<file path="config.mk">
export PLATFORM = sky130hd
export DESIGN_NAME = ysyx_23060201_mem_arbiter
export DESIGN_NICKNAME = d
export VERILOG_FILES = /design/src/rtl/ysyx_23060201_mem_arbiter_pkg.sv /design/src/rtl/ysyx_23060201_mem_arb_grant.sv /design/src/rtl/ysyx_23060201_mem_arbiter.sv
export SDC_FILE = /design/constraint.sdc
export NUM_CORES = 1
export LEC_CHECK = 0
export ABC_AREA = 1
export BUFFER_PORTS_ARGS = -buffer_cell sky130_fd_sc_hd__buf_2
export CELL_PAD_IN_SITES_DETAIL_PLACEMENT = 0
export CELL_PAD_IN_SITES_GLOBAL_PLACEMENT = 1
export CORE_MARGIN = 4
export CORE_UTILIZATION = 33
export DETAILED_ROUTE_END_ITERATION = 10
export HOLD_SLACK_MARGIN = 0.12
export PLACE_DENSITY_LB_ADDON = 0.1
export REMOVE_ABC_BUFFERS = 1
export SLEW_MARGIN = 20
export SYNTH_ARGS = -nofsm -noshare
export SYNTH_HDL_FRONTEND = slang
export SYNTH_SLANG_ARGS = --single-unit
</file>
<file path="constraint.sdc">
create_clock -name clk -period 5.6 [get_ports clk]
set_input_delay 0.56 -clock clk [delete_from_list [all_inputs] [get_ports clk]]
set_output_delay 0.56 -clock clk [all_outputs]
set_load 0.005 [all_outputs]
</file>
<file path="src/rtl/ysyx_23060201_mem_arbiter_pkg.sv">
// Shared encodings for the IFU/LSU memory arbiter: FSM states, owner codes, default widths.
// Build option MEM_ARB_RR_EN selects round-robin arbitration in the grant block.
package ysyx_23060201_mem_arbiter_pkg;

    localparam int DEF_ADDR_WIDTH = 32;
    localparam int DEF_DATA_WIDTH = 32;
    localparam int DEF_MASK_WIDTH = 8;

    typedef enum logic [1:0] {
        ST_IDLE  = 2'd0,
        ST_ISSUE = 2'd1,
        ST_WAIT  = 2'd2,
        ST_RESP  = 2'd3
    } arb_state_e;

    localparam logic OWNER_IFU = 1'b0;
    localparam logic OWNER_LSU = 1'b1;

    // Grant vector layout is {lsu, ifu}.
    function automatic logic [1:0] owner_to_onehot(input logic owner);
        return (owner == OWNER_LSU) ? 2'b10 : 2'b01;
    endfunction

endpackage

</file>
<file path="src/rtl/ysyx_23060201_mem_arb_grant.sv">
// Two-requester grant logic. Fixed LSU>IFU priority by default; with MEM_ARB_RR_EN defined,
// a last_grant register makes contended cycles alternate between the requesters.
module ysyx_23060201_mem_arb_grant
    import ysyx_23060201_mem_arbiter_pkg::*;
(
`ifdef MEM_ARB_RR_EN
    input  logic       clk,
    input  logic       rst,
    input  logic       accept_i,
`endif
    input  logic       ifu_req_i,
    input  logic       lsu_req_i,
    output logic [1:0] gnt_o,
    output logic       owner_o
);

    logic owner_d;

`ifdef MEM_ARB_RR_EN
    logic last_grant_q;

    // Starts at LSU so the first contended cycle favours the IFU.
    always_ff @(posedge clk or posedge rst) begin
        if (rst) begin
            last_grant_q <= OWNER_LSU;
        end else if (accept_i) begin
            last_grant_q <= owner_d;
        end
    end

    always_comb begin
        owner_d = OWNER_IFU;
        if (ifu_req_i && lsu_req_i) begin
            owner_d = ~last_grant_q;
        end else if (lsu_req_i) begin
            owner_d = OWNER_LSU;
        end
    end
`else
    assign owner_d = lsu_req_i ? OWNER_LSU : OWNER_IFU;
`endif

    assign owner_o = owner_d;
    assign gnt_o   = (ifu_req_i || lsu_req_i) ? owner_to_onehot(owner_d) : 2'b00;

endmodule

</file>
<file path="src/rtl/ysyx_23060201_mem_arbiter.sv">
// Serialises IFU fetches and LSU loads/stores onto one memory port, one transaction at a time.
// Define MEM_ARB_RR_EN for round-robin arbitration instead of fixed LSU>IFU priority.
module ysyx_23060201_mem_arbiter
    import ysyx_23060201_mem_arbiter_pkg::*;
#(
    parameter int ADDR_WIDTH = DEF_ADDR_WIDTH,
    parameter int DATA_WIDTH = DEF_DATA_WIDTH,
    parameter int MASK_WIDTH = DEF_MASK_WIDTH
) (
    input  logic                  clk,
    input  logic                  rst,
    input  logic                  ifu_req_valid,
    output logic                  ifu_req_ready,
    input  logic [ADDR_WIDTH-1:0] ifu_req_addr,
    output logic                  ifu_resp_valid,
    input  logic                  ifu_resp_ready,
    output logic [DATA_WIDTH-1:0] ifu_resp_data,
    input  logic                  lsu_req_valid,
    output logic                  lsu_req_ready,
    input  logic [ADDR_WIDTH-1:0] lsu_req_addr,
    input  logic                  lsu_req_wen,
    input  logic [DATA_WIDTH-1:0] lsu_req_wdata,
    input  logic [MASK_WIDTH-1:0] lsu_req_wmask,
    output logic                  lsu_resp_valid,
    input  logic                  lsu_resp_ready,
    output logic [DATA_WIDTH-1:0] lsu_resp_data,
    output logic                  mem_req_valid,
    input  logic                  mem_req_ready,
    output logic [ADDR_WIDTH-1:0] mem_req_addr,
    output logic                  mem_req_wen,
    output logic [DATA_WIDTH-1:0] mem_req_wdata,
    output logic [MASK_WIDTH-1:0] mem_req_wmask,
    input  logic                  mem_resp_valid,
    input  logic [DATA_WIDTH-1:0] mem_resp_data,
    output logic                  busy
);

    arb_state_e            state_q;
    logic                  init_q;
    logic                  owner_q;
    logic [ADDR_WIDTH-1:0] addr_q;
    logic                  wen_q;
    logic [DATA_WIDTH-1:0] wdata_q;
    logic [MASK_WIDTH-1:0] wmask_q;
    logic [DATA_WIDTH-1:0] resp_data_q;
    logic                  mem_req_valid_q;
    logic                  ifu_resp_valid_q;
    logic                  lsu_resp_valid_q;

    logic       can_accept;
    logic [1:0] gnt;
    logic       gnt_owner;
    logic       accept;
    logic       resp_taken;

    // init_q keeps every ready low for the first cycle after reset release.
    assign can_accept = (state_q == ST_IDLE) && init_q;

    ysyx_23060201_mem_arb_grant u_grant (
`ifdef MEM_ARB_RR_EN
        .clk      (clk),
        .rst      (rst),
        .accept_i (accept),
`endif
        .ifu_req_i(ifu_req_valid && can_accept),
        .lsu_req_i(lsu_req_valid && can_accept),
        .gnt_o    (gnt),
        .owner_o  (gnt_owner)
    );

    assign accept        = |gnt;
    assign ifu_req_ready = gnt[0];
    assign lsu_req_ready = gnt[1];
    assign resp_taken    = (owner_q == OWNER_LSU) ? lsu_resp_ready : ifu_resp_ready;

    always_ff @(posedge clk or posedge rst) begin
        if (rst) begin
            state_q          <= ST_IDLE;
            init_q           <= 1'b0;
            owner_q          <= OWNER_IFU;
            addr_q           <= '0;
            wen_q            <= 1'b0;
            wdata_q          <= '0;
            wmask_q          <= '0;
            resp_data_q      <= '0;
            mem_req_valid_q  <= 1'b0;
            ifu_resp_valid_q <= 1'b0;
            lsu_resp_valid_q <= 1'b0;
        end else begin
            init_q <= 1'b1;
            case (state_q)
                ST_IDLE: begin
                    if (accept) begin
                        owner_q         <= gnt_owner;
                        mem_req_valid_q <= 1'b1;
                        state_q         <= ST_ISSUE;
                        if (gnt_owner == OWNER_LSU) begin
                            addr_q  <= lsu_req_addr;
                            wen_q   <= lsu_req_wen;
                            wdata_q <= lsu_req_wdata;
                            wmask_q <= lsu_req_wmask;
                        end else begin
                            addr_q  <= ifu_req_addr;
                            wen_q   <= 1'b0;
                            wdata_q <= '0;
                            wmask_q <= '0;
                        end
                    end
                end
                ST_ISSUE: begin
                    if (mem_req_ready) begin
                        mem_req_valid_q <= 1'b0;
                        state_q         <= ST_WAIT;
                    end
                end
                ST_WAIT: begin
                    if (mem_resp_valid) begin
                        resp_data_q      <= mem_resp_data;
                        ifu_resp_valid_q <= (owner_q == OWNER_IFU);
                        lsu_resp_valid_q <= (owner_q == OWNER_LSU);
                        state_q          <= ST_RESP;
                    end
                end
                ST_RESP: begin
                    if (resp_taken) begin
                        ifu_resp_valid_q <= 1'b0;
                        lsu_resp_valid_q <= 1'b0;
                        state_q          <= ST_IDLE;
                    end
                end
                default: state_q <= ST_IDLE;
            endcase
        end
    end

    assign mem_req_valid  = mem_req_valid_q;
    assign mem_req_addr   = addr_q;
    assign mem_req_wen    = wen_q;
    assign mem_req_wdata  = wdata_q;
    assign mem_req_wmask  = wmask_q;
    assign ifu_resp_valid = ifu_resp_valid_q;
    assign lsu_resp_valid = lsu_resp_valid_q;
    assign ifu_resp_data  = ifu_resp_valid_q ? resp_data_q : '0;
    assign lsu_resp_data  = lsu_resp_valid_q ? resp_data_q : '0;
    assign busy           = (state_q != ST_IDLE);

endmodule

</file>
==> results_dict.tcl <==
set metrics [dict create \
    cp.required_ns 5.83 \
    timing.final.crit_period_ns 3.37 \
    htreeDepth 3 \
    wl_per_cell_microns 14.5 \
    power.total_mw 3.41 \
    maxSlewViolCount 0 \
    cts_root_buf "clkbuf_16" \
    maxSlewHeadroom 0.468 \
    die-area_sq_um 17500 \
    fmax_ghz 0.296 \
    synth_area_sq_um 5100 \
    gr-total-overflow 0 \
    ctsResizeCount 0 \
    hpwlAfterDp_microns 11600 \
    grt_pass1_vias 4700 \
    area_growth_pct 35.7 \
    antenna_cells 0 \
    clk_pin_slew_ns 0.07 \
    ys_types 20 \
    final_nets 1027 \
    placedCellCount 1054 \
    netlist_instances 607 \
    p_leak_nw 4.36 \
    yosysWarnings 0 \
    critPathKind "reg2reg" \
    syn_avg_cell_area_sq_um 8.40 \
    die_height_microns 132 \
    rows 45 \
    drtPass1Iterations 4 \
    grt_max_degree 63 \
    core-area_sq_um 15100 \
    ys_seq_area_frac 0.550 \
    arrival_ns 3.60 \
    cts_buffer_depth 2 \
    skew_ns 0.00836 \
    critPathCaptureType "flip-flop" \
    cts_made_buffers 9 \
    cts_tree "yes" \
    setup_ws_ns 2.23 \
    placed_area_sq_um 6640 \
    wl_microns 15500 \
    via_per_inst 4.45 \
    drc 0 \
    hp-class "in2async" \
    io_buffers 287 \
    grt.total_usage 0.177 \
    cp-start-kind "flip-flop" \
    drive_gt1_frac 0.392 \
    setup_viol_count_final 0 \
    pre_cts_ws_ns 2.10 \
    ir_worst_vdd_mv 0.174 \
    ioPinCount 288 \
    die_w_microns 132 \
    rsz0062_at_grt "no" \
    r2r_cells 8 \
    power_density_nw_per_um2 494 \
    worst_pin_slew_ns 0.797 \
    setup_tns_ns 0 \
    cap_violations 0 \
    grt_first_pass_wirelength_microns 24900 \
    antenna_found_initial 0 \
    hold_buffers 0 \
    gp_congestion 0.800 \
    final_area_sq_um 6920 \
    via_count 4761 \
    synth_seq_cells 112 \
    finalHoldViolations 0 \
    cp_max_fo 40 \
    finalCritPeriodShare 0.603 \
    clock_latency_ns 0.35 \
    status "completed" \
    initial_utilization 0.337 \
    ant_nets 0 \
    cts_setup_buffers 0 \
    stdcell_count 1069 \
    detail_route.iter0.violations 202 \
    clock-sinks 112 \
]
-- sequential cells by signal, summed over array words and instances (netlist names) --
register and cells:
lsu_resp_valid 1, owner_q 1, state_q 2, mem_req_wmask 8, init_q 1, mem_req_wen 1
mem_req_valid 1, resp_data_q 32, mem_req_addr 32, ifu_resp_valid 1, mem_req_wdata 32
-- cell usage in the layout (no fill, tap or decap), types with 9 or more instances in the layout --
cell       instances
nand2_1          237
buf_2            287
nor2_1            33
o21ai_0           37
o21ai_1           30
mux2_2            32
clkbuf_16          9
dfrtp_1          110
inv_1             73
-- worst max-delay path, cell delays in order (launching register included) --
cell     delay (ns)
dfrtp_1        0.41
inv_1          0.12
ha_1           0.26
nand3_2        0.64
nand2_2        0.78
inv_2          0.48
buf_4          0.39
nand2_1        0.09
o21ai_1        0.07
-- area by class of cell --
| cell class | count | area (sq um) |
|---|---|---|
| well taps | 188 | 235 |
| multi-input cells | 387 | 1850 |
| fillers | 1575 | 8230 |
| flip-flops and latches | 112 | 2810 |
| clock buffers | 11 | 243 |
| clock inverters | 4 | 31.3 |
| repair buffers | 291 | 1470 |
| inverters | 76 | 288 |
-- logic make-up after synthesis --
kind of cell             Yosys count  synth area share
AO/OA/AOI/OAI                     68            0.0673
adder cells (fa/ha/maj)            5            0.0123
buffers and inverters            108            0.0874
flip-flops                       112             0.550
multiplexers                      32            0.0707
other                              1          0.000736
AND/OR/NAND/NOR                  281             0.212
-- layer usage --
metal / vias to the layer above / routed length [microns] / global-route usage
li1: 2392 / - / -
met1: 2145 / 6330 / 0.210
met2: 208 / 7500 / 0.304
met3: 16 / 1440 / 0.0588
met4: 0 / 264 / 0.0589
met5: - / 0 / 0
-- synth_stat cells (all sizes together) --
| cell | count | area [sq um] |
|---|---|---|
| o21ai | 67 | 335 |
| dfrtp | 112 | 2800 |
| nor2 | 33 | 124 |
| or2 | 1 | 6.26 |
| mux2 | 32 | 360 |
| nand3 | 6 | 35.0 |
| conb | 1 | 3.75 |
| inv | 76 | 285 |
| ha | 5 | 62.6 |
| clkbuf | 11 | 41.3 |
| o21a | 1 | 7.51 |
| buf | 21 | 119 |
| nand2 | 238 | 896 |
| nand4 | 3 | 18.8 |
-- through the flow --
step,hold WS (ns),utilization
CTS,0.317,0.457
finish,0.296,0.457
global route,0.354,0.457
detailed placement,0.453,0.438
global placement,0.452,0.438
floorplan,0.465,-
-- path summary, 6_finish.rpt --
check	startpoint	to	slack, ns
max in group asynchronous	rst	lsu_resp_valid$_DFFE_PP0P_	4.00
worst min register to register	mem_req_wdata[26]$_DFFE_PP0P_	mem_req_wdata[26]$_DFFE_PP0P_	0.47
min in group clk	lsu_req_wdata[27]	mem_req_wdata[27]$_DFFE_PP0P_	0.41
worst max-delay path	state_q[0]$_DFFE_PP0P_	mem_req_addr[9]$_DFFE_PP0P_	2.23
worst min-delay path	rst	mem_req_wdata[28]$_DFFE_PP0P_	0.30
worst max register to register	state_q[0]$_DFFE_PP0P_	mem_req_addr[9]$_DFFE_PP0P_	2.23
-- report_power, final --
part           internal, mW  total (mW)  switching [mW]
combinational         0.642        1.35           0.705
clock                 0.314       0.600           0.286
sequential             1.18        1.47           0.286
(Power assumes the default switching activity.)
